$ cat src/rtl/lock_ctrl.sv
// Keypad lock controller: code check, timed open window, two-step code change, lockout after repeated failures.
// Optional LOCK_ALARM_EN macro adds a one-cycle alarm pulse on lockout entry.
module lock_ctrl #(
  parameter int unsigned MAX_TRIES      = 3,
  parameter int unsigned UNLOCK_CYCLES  = 1000,
  parameter int unsigned LOCKOUT_CYCLES = 5000,
  parameter logic [23:0] DEFAULT_CODE   = 24'h123456
) (
  input  logic        clk,
  input  logic        rst,
  input  logic        code_valid,
  input  logic [23:0] code,
  input  logic [2:0]  code_len,
  input  logic        change_req,
  output logic        unlock,
  output logic        locked_out,
  output logic        chg_mode,
  output logic [2:0]  err_cnt
`ifdef LOCK_ALARM_EN
  ,
  output logic        alarm
`endif
);

  localparam logic [2:0] S_IDLE        = 3'd0;
  localparam logic [2:0] S_CHECK       = 3'd1;
  localparam logic [2:0] S_OPEN        = 3'd2;
  localparam logic [2:0] S_CHG_NEW     = 3'd3;
  localparam logic [2:0] S_CHG_CONFIRM = 3'd4;
  localparam logic [2:0] S_LOCKOUT     = 3'd5;

  localparam int unsigned TMAX = (UNLOCK_CYCLES > LOCKOUT_CYCLES) ? UNLOCK_CYCLES : LOCKOUT_CYCLES;
  localparam int unsigned TW   = $clog2(TMAX + 1);
  // Timer counts down to zero inclusive, so a load of N-1 gives exactly N cycles in the state.
  localparam logic [TW-1:0] UNL_LD = TW'(UNLOCK_CYCLES - 1);
  localparam logic [TW-1:0] LCK_LD = TW'(LOCKOUT_CYCLES - 1);
  localparam logic [2:0]    MAX_T  = MAX_TRIES[2:0];

  logic [2:0]    r_state, w_state_nxt;
  logic [TW-1:0] r_timer, w_timer_nxt;
  logic [2:0]    r_err, w_err_nxt, w_err_inc;
  logic [23:0]   r_in_code, w_in_code_nxt;
  logic [2:0]    r_in_len, w_in_len_nxt;
  logic [23:0]   r_cand_code, w_cand_code_nxt;
  logic [2:0]    r_cand_len, w_cand_len_nxt;
  logic [23:0]   r_st_code, w_st_code_nxt;
  logic [2:0]    r_st_len, w_st_len_nxt;
  logic          r_unlock, r_locked_out, r_chg_mode;
  logic          w_len_ok, w_tmr_zero;

  assign w_len_ok   = (code_len >= 3'd4) && (code_len <= 3'd6);
  assign w_tmr_zero = (r_timer == '0);
  assign w_err_inc  = (r_err >= MAX_T) ? MAX_T : r_err + 3'd1;

  always_comb begin
    w_state_nxt     = r_state;
    w_timer_nxt     = r_timer;
    w_err_nxt       = r_err;
    w_in_code_nxt   = r_in_code;
    w_in_len_nxt    = r_in_len;
    w_cand_code_nxt = r_cand_code;
    w_cand_len_nxt  = r_cand_len;
    w_st_code_nxt   = r_st_code;
    w_st_len_nxt    = r_st_len;
    case (r_state)
      S_IDLE: begin
        if (code_valid && w_len_ok) begin
          w_in_code_nxt = code;
          w_in_len_nxt  = code_len;
          w_state_nxt   = S_CHECK;
        end
      end
      S_CHECK: begin
        if ((r_in_code == r_st_code) && (r_in_len == r_st_len)) begin
          w_state_nxt = S_OPEN;
          w_err_nxt   = 3'd0;
          w_timer_nxt = UNL_LD;
        end else begin
          w_err_nxt = w_err_inc;
          if (w_err_inc == MAX_T) begin
            w_state_nxt = S_LOCKOUT;
            w_timer_nxt = LCK_LD;
          end else begin
            w_state_nxt = S_IDLE;
          end
        end
      end
      S_OPEN: begin
        if (w_tmr_zero) begin
          w_state_nxt = S_IDLE;
        end else if (change_req) begin
          w_state_nxt = S_CHG_NEW;
          w_timer_nxt = UNL_LD;
        end else begin
          w_timer_nxt = r_timer - TW'(1);
        end
      end
      S_CHG_NEW: begin
        if (w_tmr_zero) begin
          w_state_nxt = S_IDLE;
        end else if (code_valid && w_len_ok) begin
          w_cand_code_nxt = code;
          w_cand_len_nxt  = code_len;
          w_state_nxt     = S_CHG_CONFIRM;
          w_timer_nxt     = UNL_LD;
        end else begin
          w_timer_nxt = r_timer - TW'(1);
        end
      end
      S_CHG_CONFIRM: begin
        // Expiry takes priority over a same-cycle entry; the candidate never survives leaving this state.
        if (w_tmr_zero || code_valid) begin
          if (!w_tmr_zero && w_len_ok && (code == r_cand_code) && (code_len == r_cand_len)) begin
            w_st_code_nxt = r_cand_code;
            w_st_len_nxt  = r_cand_len;
          end
          w_cand_code_nxt = '0;
          w_cand_len_nxt  = '0;
          w_state_nxt     = S_IDLE;
        end else begin
          w_timer_nxt = r_timer - TW'(1);
        end
      end
      S_LOCKOUT: begin
        if (w_tmr_zero) begin
          w_state_nxt = S_IDLE;
          w_err_nxt   = 3'd0;
        end else begin
          w_timer_nxt = r_timer - TW'(1);
        end
      end
      default: w_state_nxt = S_IDLE;
    endcase
  end

  always_ff @(posedge clk or negedge rst) begin
    if (!rst) begin
      r_state      <= S_IDLE;
      r_timer      <= '0;
      r_err        <= 3'd0;
      r_in_code    <= '0;
      r_in_len     <= '0;
      r_cand_code  <= '0;
      r_cand_len   <= '0;
      r_st_code    <= DEFAULT_CODE;
      r_st_len     <= 3'd6;
      r_unlock     <= 1'b0;
      r_locked_out <= 1'b0;
      r_chg_mode   <= 1'b0;
    end else begin
      r_state      <= w_state_nxt;
      r_timer      <= w_timer_nxt;
      r_err        <= w_err_nxt;
      r_in_code    <= w_in_code_nxt;
      r_in_len     <= w_in_len_nxt;
      r_cand_code  <= w_cand_code_nxt;
      r_cand_len   <= w_cand_len_nxt;
      r_st_code    <= w_st_code_nxt;
      r_st_len     <= w_st_len_nxt;
      r_unlock     <= (w_state_nxt == S_OPEN);
      r_locked_out <= (w_state_nxt == S_LOCKOUT);
      r_chg_mode   <= (w_state_nxt == S_CHG_NEW) || (w_state_nxt == S_CHG_CONFIRM);
    end
  end

`ifdef LOCK_ALARM_EN
  logic r_alarm;

  always_ff @(posedge clk or negedge rst) begin
    if (!rst) begin
      r_alarm <= 1'b0;
    end else begin
      r_alarm <= (w_state_nxt == S_LOCKOUT) && (r_state != S_LOCKOUT);
    end
  end

  assign alarm = r_alarm;
`endif

  assign unlock     = r_unlock;
  assign locked_out = r_locked_out;
  assign chg_mode   = r_chg_mode;
  assign err_cnt    = r_err;

endmodule

$ cat config.mk
export PLATFORM = sky130hd
export DESIGN_NAME = lock_ctrl
export DESIGN_NICKNAME = d
export VERILOG_FILES = /design/src/rtl/lock_ctrl.sv
export SDC_FILE = /design/constraint.sdc
export NUM_CORES = 1
export LEC_CHECK = 0
export CORE_ASPECT_RATIO = 2
export CORE_MARGIN = 3
export CORE_UTILIZATION = 53
export DETAILED_ROUTE_END_ITERATION = 10
export PLACE_DENSITY = 0.86
export SLEW_MARGIN = 20
export SYNTH_ARGS = -nofsm -noshare
export SYNTH_HDL_FRONTEND = slang
export SYNTH_SLANG_ARGS = --single-unit
$ cat constraint.sdc
create_clock -name clk -period 2 [get_ports clk]
set_input_delay 0.4 -clock clk [delete_from_list [all_inputs] [get_ports clk]]
set_output_delay 0.4 -clock clk [all_outputs]
set_load 0.1 [all_outputs]
# Word level (Yosys, flattened, before mapping)
# Cells that the tools add are included.
[classes]
n_addsub = 2
n_eq_ne = 22
mux = 31
reduce_logical = 19
n_lt_le_gt_ge = 3
[ops]
columns = ["cell", "count"]
rows = [
  ["two-way mux 13 bit", 8],
  ["two-way mux 24 bit", 3],
  ["case mux 13 bit (5 select lines)", 1],
  ["== test 24 bit", 2],
  ["case mux 24 bit (2 select lines)", 1],
  ["two-way mux 3 bit", 15],
  ["case mux 3 bit (6 select lines)", 1],
  ["== test 3 x 2 -> 1 bit (second input constant)", 5],
  ["inequality test 2 bit (second input constant)", 7],
  ["zero test 13 bit", 1],
  ["subtractor 13 x 1 -> 13 bit (second input constant)", 1],
  ["== test 3 bit (second input constant)", 4],
  ["case mux 3 bit (2 select lines)", 2],
  ["== test 3 bit", 2],
  ["logical AND 1 bit", 6],
  ["AND reduction 6 bit", 1],
  ["nonzero test 5 bit", 1],
  ["AND reduction 2 bit", 2],
  ["AND reduction 4 bit", 1],
  ["nonzero test 2 bit", 2],
  ["adder 3 x 1 -> 3 bit (second input constant)", 1],
  ["== test 3 x 1 -> 1 bit (second input constant)", 1],
  ["greater-or-equal comparator 3 x 2 -> 1 bit (second input constant)", 1],
  ["greater-or-equal comparator 3 bit (second input constant)", 1],
  ["other kinds (6)", 7],
]
[totals]
wordCells = 89
ff_bits = 103

# Logic depth before layout (Yosys ltp)
# Gate-level depths: netlist of run 1.
[depth]
word_depth = 8
depth_mapped = 10

# Worst setup path before layout of run 1
# No wires, ideal clock.
[synth_timing]
path_type = "reg-to-reg"
start = "register r_err[0] (netlist: err_cnt[0])"
end = "register r_timer[0]"
setup_slack_ns = -0.520
stages_incl_launch_ff = 7
setup_time_ns = 0.125
path_buffers = 0
arrival_ns = 2.395
period_less_slack_ns = 2.520
cell_sequence = "dfrtp_1 > ha_1 > ha_1 > a211o_1 > a31o_2 > o21ai_2 > mux2_2"
[synth_between]
elab_chain_cells = 5
elab_cells_between_ends = 6
classes_between = "add/sub: 1; order compare: 1; eq/ne: 2; mux: 1; reduce/logical: 1"
[synth_rtl]
columns = ["item", "line", "rtl"]
rows = [
  ["start, declared", "41", "logic [2:0] r_err, w_err_nxt, w_err_inc;"],
  ["start signal, assigned", "153", "r_err <= w_err_nxt;"],
  ["adder 3 x 1 -> 3 bit / greater-or-equal comparator 3 x 2 -> 1 bit (equally long branches)", "53", "assign w_err_inc = (r_err >= MAX_T) ? MAX_T : r_err + 3'd1;"],
  ["two-way mux 3 bit (*)", "53", ""],
  ["== test 3 x 2 -> 1 bit (*)", "80", "if (w_err_inc == MAX_T) begin"],
  ["inequality test 3 bit (no source line) (*)", "--", ""],
  ["AND reduction 6 bit (no source line) (*)", "--", ""],
  ["end signal, assigned", "152", "r_timer <= w_timer_nxt;"],
  ["end, declared", "40", "logic [TW-1:0] r_timer, w_timer_nxt;"],
]
# Mark *: on every way between the ends. The rest lies on a longest branch, timed or not.
# A chain may end at the register's enable or synchronous reset.

# Worst setup path after layout of run 1
[layout_timing]
start = "input code[4]"
end = "register r_st_code[20]"
[layout_between]
elab_chain_cells = 4
[layout_rtl]
columns = ["item", "line", "rtl"]
rows = [
  ["start, declared", "12", "input logic [23:0] code,"],
  ["== test 24 bit", "113", "if (!w_tmr_zero && w_len_ok && (code == r_cand_code) && (code_len == r_cand_len)) begin"],
  ["logical AND 1 bit (2 in a row)", "113", ""],
  ["AND reduction 3 bit (no source line)", "--", ""],
  ["end signal, assigned", "158", "r_st_code <= w_st_code_nxt;"],
  ["end, declared", "46", "logic [23:0] r_st_code, w_st_code_nxt;"],
]
# No other way between the ends.

==> metrics, run 1 <==
MaxCap Viol Count 0; Vias 4492; worst min path class input port to async pin; Final Critical Period 2.45 ns; IO Port Bufs 36; Sw Share 23.4%; final setup margin -0.454 ns; synth unique cells 60; initial antenna violation count 0; Setup CP Type input port to register; CTS HTree Levels 3; failing checks negative setup slack; DR pass1 iterations 7; Mapped Cells 416; Tot GR Track Use 33.7%; Slew Viols, Final 0; critical path capture point type register; Top FF cell, synth dfrtp_1; sequential power share 48.5%; vias in the first global route 4852; Worst-Skew Late Latency 0.36 ns; post-DP HPWL 10.1 mm; LEAKAGE 0.00382 uW; RSZ-0062 raised after global routing yes; Yosys warnings 0; syn_nets 452; routability cong. 0.946; clk sinks 103; mapped cell area 0.00512 mm^2; power per cell area 576 mW/mm^2; Worst Tran Pin Value 0.590 ns; share of post-route cells with drive strength above 1 49.3%; VDD IR max 0.672 mV; 1st-iter DRT viols 319; reported net switching power 1020 uW; Die Height 145 um; CORE AREA 0.00938 mm^2; Slew Limit Headroom 60.7%; cts hold-fix bufs 0; WP data arrival 2.74 ns; Fin. Hold Viols 0; ANT cells 0; fmax 407 MHz; TritonCTS Buffers 9; largest net degree at the start of global routing 43; Root Buffer clkbuf_16; clk slew on worst S/H paths 0.07 ns; NumNets Final 617; Starting Density 54.6%; Die ar. 0.0110 mm^2; IO Pins 37; Comb power frac 6.6%; final setup vio count 76; Clock power frac 44.9%; grt ovf 0; FF+latch count, synth 103; worst path required time 2.28 ns; Fin Setup TNS -18.35 ns; Avg Vias per Cell 6.51; DR DRC count 0; Avg Synthesized Cell Area 12.3 um^2; maximum root-to-sink buffer count 2; fillcell total 472; Cells after DPL 644; # rows 50; run status finished, violations left; CP Launch Type input port; setup slack, reg-to-reg -0.42 ns; CP max FO 7; power consumption 4380 uW; Post-synth EDFFs 0; Synth async-reset ratio 100%; Area Growth Syn to Fin 48.2%; Routed WL 19.0 mm; Non-Filler Instances 690; Int Pwr 3350 uW; Final Skew 0.0105 ns; routed wire length per instance 27.5 um; DRT antenna net count 0; sequential share of the synthesized area 50.6%; Die Width 75.5 um; first-pass GRT wire length 26.8 mm; CTS tree done; Final Cycle Share 123%
## metal layers
| metal | track usage, % | wire length (um) | vias to the layer above |
|---|---|---|---|
| li1 | - | - | 1873 |
| met1 | 34.7 | 6360 | 2284 |
| met2 | 57.8 | 10100 | 238 |
| met3 | 5.89 | 928 | 97 |
| met4 | 23.8 | 1600 | 0 |
| met5 | 0 | 0 | - |
## power by group through the flow
stage | registers (uW) | clock network [uW] | logic [uW]
2_1_floorplan | 2160 | 0 | 59.3
6_report | 2120 | 1960 | 288
3_5_place_dp | 2160 | 0 | 270
4_1_cts | 2120 | 1940 | 273
5_1_grt | 2120 | 2040 | 305
3_3_place_gp | 2160 | 0 | 261
## sequential cells by signal, summed over array words and instances (netlist names)
register     count
chg_mode         1
err_cnt          3
locked_out       1
r_cand_code     24
r_cand_len       3
r_in_code       24
r_in_len         3
r_st_code       24
r_st_len         3
r_state          3
r_timer         13
unlock           1
## synth_stat cells (2+ instances only)
library cell / n / share of area [%]
or2_2: 3 / 0.37
xor2_1: 45 / 7.7
clkbuf_1: 7 / 0.51
nor4_1: 13 / 1.6
mux2_2: 36 / 7.9
nor2_1: 15 / 1.1
a22o_1: 26 / 4.4
xnor2_1: 8 / 1.4
o31ai_1: 4 / 0.59
o31a_1: 2 / 0.34
o221ai_1: 5 / 0.85
a21o_1: 2 / 0.29
a31oi_1: 3 / 0.37
a21boi_0: 2 / 0.29
o21ai_0: 14 / 1.4
nand3_1: 8 / 0.78
ha_1: 5 / 1.2
nor3_1: 8 / 0.78
nand2b_1: 6 / 0.73
a311o_1: 2 / 0.39
nor2b_1: 2 / 0.24
a21oi_1: 5 / 0.49
mux2_4: 19 / 5.6
buf_6: 2 / 0.44
o2bb2ai_1: 7 / 1.2
dfstp_2: 11 / 5.6
nand2_1: 9 / 0.66
nand4_1: 4 / 0.49
inv_1: 11 / 0.81
or3_1: 2 / 0.24
nor4_2: 2 / 0.49
dfrtp_1: 92 / 45
a2bb2oi_1: 2 / 0.34
buf_2: 8 / 0.78
## layout by cell type (no fill, tap or decap), types with 3 or more instances in the layout
cell / instances
a21oi_1: 5
a22o_1: 26
a31oi_4: 3
buf_12: 13
buf_16: 3
buf_4: 110
buf_6: 14
clkbuf_16: 10
clkdlybuf4s50_1: 13
dfrtp_1: 89
dfrtp_4: 3
dfstp_2: 11
dlygate4sd2_1: 14
inv_1: 11
mux2_2: 33
mux2_4: 22
nand2_1: 8
nand2b_1: 4
nand3_1: 4
nand4_1: 4
nor2_1: 14
nor3_1: 7
nor4_1: 7
nor4_2: 5
nor4_4: 3
o21ai_0: 7
o21ai_1: 3
o21ai_2: 5
o221ai_2: 5
o2bb2ai_2: 5
o31ai_1: 3
xnor2_1: 8
xor2_1: 42
xor2_2: 3
## metrics by stage
step	util [%]	area, um^2	hold slack [ns]	worst slack, ns
after floorplan	-	5220	0.104	-0.0889
after global placement	69.0	6480	0.418	-0.647
after detailed placement	69.0	6480	0.430	-0.668
after CTS	78.7	7380	0.0596	-0.328
after global routing	81.0	7600	0.0675	-0.526
final	81.0	7600	0.0464	-0.454
## worst paths after layout
path,startpoint,end,depth (start not counted)
max,code[4],r_st_code[20],8
min,rst,r_cand_code[15],1
max reg2reg,r_cand_code[20],r_st_code[20],9
min reg2reg,r_timer[12],r_timer[12],1
max in group asynchronous,rst,r_st_code[4],2
min in group clk,code[18],r_cand_code[18],3
## cells by family after synthesis
kind of cell / share of synthesized area [%]
flip-flops: 50.6
buffers and inverters: 2.61
multiplexers: 13.5
XOR/XNOR: 9.06
adder cells (fa/ha/maj): 1.22
AND/OR/NAND/NOR: 9.33
AO/OA/AOI/OAI: 13.7
## critical path: stages
cell and delay, ns:
clkdlybuf4s50_1 0.48, xnor2_1 0.42, nand4_1 0.24, nor4_4 0.37
nand4_4 0.18, buf_6 0.18, buf_16 0.14, mux2_4 0.31
## repair_timing
action	4_1_cts	5_1_grt
resized for setup	75	43
setup endpoints to repair	73	76
pin swaps	29	38
buffers inserted	20	11
cloned	7	1
## cell type report
class | count | area, um^2 | share of cell area, %
multi-input cells | 284 | 2840 | 37.4
repair buffers | 172 | 1660 | 21.8
clock inverters | 6 | 93.8 | 1.24
flip-flops and latches | 103 | 2600 | 34.3
inverters | 11 | 41.3 | 0.543
well taps | 104 | 130 | 1.71
clock buffers | 10 | 229 | 3.01
Note: power is estimated with default switching activity, not from simulation.
==> run 2: changes to the inputs <==
Settings changed: SLEW_MARGIN 20 to 0.
==> results of run 2 <==
No change in the layout: final DEF, timing and power equal those of run 1.
